==> config.mk <==
export PLATFORM = sky130hd
export DESIGN_NAME = stream_hasher
export DESIGN_NICKNAME = d
export VERILOG_FILES = /design/src/rtl/stream_hasher_pkg.sv /design/src/rtl/stream_hasher_rotator.sv /design/src/rtl/stream_hasher.sv
export SDC_FILE = /design/constraint.sdc
export NUM_CORES = 1
export LEC_CHECK = 0
export CAP_MARGIN = 10
export CORE_MARGIN = 2
export CORE_UTILIZATION = 35
export DETAILED_ROUTE_END_ITERATION = 6
export SLEW_MARGIN = 20
export SYNTH_ARGS = -nofsm -noshare
export SYNTH_HDL_FRONTEND = slang
export SYNTH_SLANG_ARGS = --single-unit
==> constraint.sdc <==
create_clock -name clk -period 3.8 [get_ports clk]
set_input_delay 0.38 -clock clk [delete_from_list [all_inputs] [get_ports clk]]
set_output_delay 0.38 -clock clk [all_outputs]
set_load 0.01 [all_outputs]
==> src/rtl/stream_hasher_pkg.sv <==
// Shared types and constants for the streaming hasher.
package stream_hasher_pkg;

  typedef enum logic [1:0] {IDLE, ROUND, DONE} state_e;

  localparam logic [31:0] DEFAULT_IV = 32'h0000_0000;
  localparam logic [31:0] DEFAULT_K  = 32'h9E37_79B9;

  // Width of in_len: enough to encode 0..DATA_W/8 inclusive.
  function automatic int len_width(input int data_w);
    return $clog2(data_w / 8) + 1;
  endfunction

endpackage

==> src/rtl/stream_hasher_rotator.sv <==
// Constant-distance barrel rotator; LEFT selects rotate direction.
module stream_hasher_rotator
  import stream_hasher_pkg::*;
#(
  parameter int WIDTH = 32,
  parameter bit LEFT  = 1'b1,
  parameter int DIST  = 0
) (
  input  logic [WIDTH-1:0] din,
  output logic [WIDTH-1:0] dout
);

  localparam int D = DIST % WIDTH;

  generate
    if (D == 0) begin : g_pass
      assign dout = din;
    end else if (LEFT) begin : g_left
      assign dout = {din[WIDTH-D-1:0], din[WIDTH-1:WIDTH-D]};
    end else begin : g_right
      assign dout = {din[D-1:0], din[WIDTH-1:D]};
    end
  endgenerate

endmodule

==> src/rtl/stream_hasher.sv <==
// Multi-cycle rotate-add streaming hasher with valid/ready chunk input and digest output.
// Define STREAM_HASHER_LEN_FINAL_EN to fold the total byte count into the final digest.
module stream_hasher
  import stream_hasher_pkg::*;
#(
  parameter int               WIDTH     = 32,
  parameter int               DATA_W    = 64,
  parameter int               ROUNDS    = 4,
  parameter int               ROT       = 5,
  parameter logic [WIDTH-1:0] IV        = WIDTH'(DEFAULT_IV),
  parameter logic [WIDTH-1:0] K         = WIDTH'(DEFAULT_K),
  parameter int               LEN_CNT_W = 16
) (
  input  logic                          clk,
  input  logic                          rst_n,
  input  logic                          in_valid,
  output logic                          in_ready,
  input  logic [DATA_W-1:0]             in_data,
  input  logic [len_width(DATA_W)-1:0]  in_len,
  input  logic                          in_last,
  output logic                          out_valid,
  input  logic                          out_ready,
  output logic [WIDTH-1:0]              out_hash
);

  localparam int              LEN_W  = len_width(DATA_W);
  localparam int              NBYTES = DATA_W / 8;
  localparam int              NSLICE = DATA_W / WIDTH;
  localparam logic [LEN_W-1:0] NB_L  = LEN_W'(NBYTES);

  state_e           state_q, state_d;
  logic [WIDTH-1:0] a_q, a_d;
  logic [WIDTH-1:0] h_q, h_d;
  logic [7:0]       round_q, round_d;
  logic             last_q, last_d;
  logic [WIDTH-1:0] out_hash_q, out_hash_d;
`ifdef STREAM_HASHER_LEN_FINAL_EN
  logic [LEN_CNT_W-1:0] byte_cnt_q, byte_cnt_d;
`endif

  logic [LEN_W-1:0]  len_clamped;
  logic [DATA_W-1:0] masked;
  logic [WIDTH-1:0]  fold;
  logic [WIDTH-1:0]  rot_out;
  logic [WIDTH-1:0]  a_next;
  logic [WIDTH-1:0]  final_hash;

  stream_hasher_rotator #(
    .WIDTH (WIDTH),
    .LEFT  (1'b1),
    .DIST  (ROT)
  ) u_rotator (
    .din  (a_q),
    .dout (rot_out)
  );

  // Byte masking and XOR fold of the incoming chunk down to WIDTH bits.
  always_comb begin
    len_clamped = (in_len > NB_L) ? NB_L : in_len;
    masked      = '0;
    for (int i = 0; i < NBYTES; i++) begin
      if (LEN_W'(i) < len_clamped) masked[i*8 +: 8] = in_data[i*8 +: 8];
    end
    fold = '0;
    for (int s = 0; s < NSLICE; s++) begin
      fold = fold ^ masked[s*WIDTH +: WIDTH];
    end
    a_next = rot_out + K + WIDTH'(round_q);
`ifdef STREAM_HASHER_LEN_FINAL_EN
    final_hash = a_next ^ WIDTH'(byte_cnt_q);
`else
    final_hash = a_next;
`endif
  end

  always_comb begin
    state_d    = state_q;
    a_d        = a_q;
    h_d        = h_q;
    round_d    = round_q;
    last_d     = last_q;
    out_hash_d = out_hash_q;
`ifdef STREAM_HASHER_LEN_FINAL_EN
    byte_cnt_d = byte_cnt_q;
`endif
    case (state_q)
      IDLE: begin
        if (in_valid) begin
          a_d     = h_q ^ fold;
          round_d = '0;
          last_d  = in_last;
`ifdef STREAM_HASHER_LEN_FINAL_EN
          byte_cnt_d = byte_cnt_q + LEN_CNT_W'(len_clamped);
`endif
          state_d = ROUND;
        end
      end
      ROUND: begin
        if (round_q == 8'(ROUNDS - 1)) begin
          h_d     = a_next;
          round_d = '0;
          if (last_q) begin
            out_hash_d = final_hash;
            state_d    = DONE;
          end else begin
            state_d = IDLE;
          end
        end else begin
          a_d     = a_next;
          round_d = round_q + 8'd1;
        end
      end
      DONE: begin
        if (out_ready) begin
          h_d = IV;
`ifdef STREAM_HASHER_LEN_FINAL_EN
          byte_cnt_d = '0;
`endif
          state_d = IDLE;
        end
      end
      default: state_d = IDLE;
    endcase
  end

  always_ff @(posedge clk or negedge rst_n) begin
    if (!rst_n) begin
      state_q    <= IDLE;
      a_q        <= '0;
      h_q        <= IV;
      round_q    <= '0;
      last_q     <= 1'b0;
      out_hash_q <= '0;
`ifdef STREAM_HASHER_LEN_FINAL_EN
      byte_cnt_q <= '0;
`endif
    end else begin
      state_q    <= state_d;
      a_q        <= a_d;
      h_q        <= h_d;
      round_q    <= round_d;
      last_q     <= last_d;
      out_hash_q <= out_hash_d;
`ifdef STREAM_HASHER_LEN_FINAL_EN
      byte_cnt_q <= byte_cnt_d;
`endif
    end
  end

  assign in_ready  = (state_q == IDLE);
  assign out_valid = (state_q == DONE);
  assign out_hash  = out_hash_q;

endmodule

==> results.toml <==
[flow_run]
drv_cap = 0

[synthesis]
synth_edf_count = 0
synth_area_leaders = "dfrtp_1 37%, ha_1 6.1%, xnor2_1 5.7%"
synth-seq-cells = 107
synth_flop_cell = "dfrtp_1"
yosys.area.top_type = "dfrtp_1"
synth_top_area_share_pct = 37.0
avgSynthCellArea_um2 = 8.85
ys_types = 69
syn_nets = 926
yosysSeqAreaShare_pct = 37.0
synth_area_um2 = 7230
synthArstFlopShare_pct = 100
yosysWarnings = 0
syn_inst = 817

[critical_path]
critPathLaunch = "round_q[1]"
crit_type = "flip-flop to flip-flop"
worst-r2r-cell-count = 11
start_kind = "flip-flop"
worst_r2r_startpoint = "round_q[1]"
critPathRequiredTime_ps = 4020
critPathBufInv = 1
slowest_delay_ps = 490
crit_path_end_kind = "flip-flop"
crit_chain = "ha_1 -> ha_1 -> inv_1 -> fa_1 -> and2b_1 -> o211ai_1 -> a211oi_2 -> nor2_1 -> o41a_1 -> xnor2_1 -> o21ai_0"
crit_path_max_fanout = 4
worstPathArrival_ps = 3430
cp_common_cell = "ha_1"
r2r_setup_slack_ps = 590
rr_endpoint = "h_q[31]"
cp_slowest_cell = "o41a_1"
crit_family = "compound AO/OA/AOI/OAI gates"

[cells_and_area]
syn_to_final_growth_pct = 22.2
antennaDiodeCount = 0
final_nets = 1013
final_layout_size_suffix_gt1_share_pct = 6.95
final_cell_mix = "107 x nand2_1, 107 x dfrtp_1, 105 x clkdlybuf4s50_1"
final_area_um2 = 8840
fillers = 2011
seq_area_um2 = 2680
stdcell_count = 1176
multi_input_area_um2 = 4240

[sta]
period_needed_ps = 3210
finalMaxSlewViolations = 0
min_period_over_period_pct = 84.6
finalHoldViolations = 0
fin_skew_ps = 9.05
tightest_slew_ps = 981
setup_viol = 0
relSlewSlack_pct = 34.3
fin_setup_tns_ps = 0
rsz0062_at_grt = "no"
fmax_ghz = 0.311

[hold_path]
min_path_type = "primary input to asynchronous set/reset pin"

[routing]
drc = 0
dr.pass1.iters = 4
ant_nets = 0
routed_wl_mm = 21.4
via_count = 6368
routedWlPerCell_um = 18.2
drt_iter0_drc = 348
avgViaCountPerCell = 5.41

[cts]
cts_tree = "built"
clock-sinks = 107
cts_resized = 0
clock_latency_ps = 370
cts_hold_buf = 0
clk_path_buf_depth = 2
clkTransAtPathRegs_ps = 70
cts_buffers = 9
cts_root_buffer = "clkbuf_16"
htreeDepth = 3
cts_setup_buffers = 0

[die]
die_h_um = 148
die_area_um2 = 21800
rows = 52
num_io_pins = 107
die-width_um = 148
start_util_pct = 35.7
coreArea_um2 = 20200

[placed_design]
port_buffers = 106
dp_cells = 1163
gp_congestion = 0.881
hpwl_mm = 15.6
place_area_um2 = 8560

[grt]
grt_pass1_vias = 6344
grt_first_pass_wirelength_mm = 34.7
grt_max_degree = 62
grt_overflow = 0
antenna_found_initial = 0
gr-usage-all-layers_pct = 20.3

[status]
status = "finished clean"

[power_and_ir_drop]
leakagePower_nw = 3.80
p_per_area_nw_per_um2 = 1010
irDropWorstVdd_v = 0.000417
==> how the worst max path moves through the flow <==
stage                               to  cells after the start  slack (ps)
after floorplan                a_q[31]                     11         970
after global placement    out_hash[31]                     11         660
after detailed placement       h_q[31]                     11         600
after CTS                      h_q[31]                     11         580
after global routing           h_q[31]                     13         360
final                          h_q[31]                     11         590
==> state kept, by name (all words and copies together), names as in the netlist <==
register  count
a_q          32
h_q          32
out_hash     32
round_q       8
state_q       2
last_q        1
==> report_power, final <==
part / total [mW] / leakage [nW] / internal [mW] / switching [mW]
sequential: 2.13 / 1.31 / 1.71 / 0.419
combinational: 5.90 / 2.35 / 2.41 / 3.49
clock: 0.907 / 0.133 / 0.470 / 0.437
total: 8.94 / 3.80 / 4.59 / 4.35
==> metrics by stage <==
stage	util, %	hold slack, ps	power (mW)	setup slack [ps]
6_report	43.7	116	8.94	586
5_1_grt	43.7	184	9.73	361
4_1_cts	43.6	157	8.95	579
3_5_place_dp	42.3	469	8.00	596
3_3_place_gp	42.3	459	7.98	664
2_1_floorplan	-	84.4	6.12	971
==> cell usage after synthesis (all sizes together) (25+ instances only) <==
master,count
inv,44
o21ai,81
ha,35
xnor2,47
a21oi,43
clkbuf,25
nor2,41
xor2,35
dfrtp,107
nand2,108
==> area by class of cell <==
type | instances | area share, %
multi-input cells | 625 | 47.9
flip-flops and latches | 107 | 30.3
clock inverters | 2 | 0.156
repair buffers | 117 | 13.1
inverters | 44 | 1.87
clock buffers | 11 | 2.86
well taps | 270 | 3.82
==> layer usage <==
metal  vias to the layer above  wire, µm  track usage (%)
li1                       3076         -                -
met4                         0       531             7.55
met3                        28      1090             2.90
met2                       191      9330             31.7
met1                      3073     10500             28.8
met5                         -         0                0
==> cells by family (layout without fill, tap and decap cells) <==
logic type / Yosys count / count (layout) / share of synthesized area (%)
AOI/OAI and AO/OA: 244 / 244 / 22.3
adders and majority gates: 44 / 44 / 7.44
and+or+nand+nor: 230 / 230 / 14.8
buffers and inverters: 85 / 174 / 4.71
muxes: 25 / 25 / 3.81
xor gates and xnor gates: 82 / 82 / 9.93
DFF: 107 / 107 / 37.0
No activity file was read; power rests on OpenSTA's default activity.
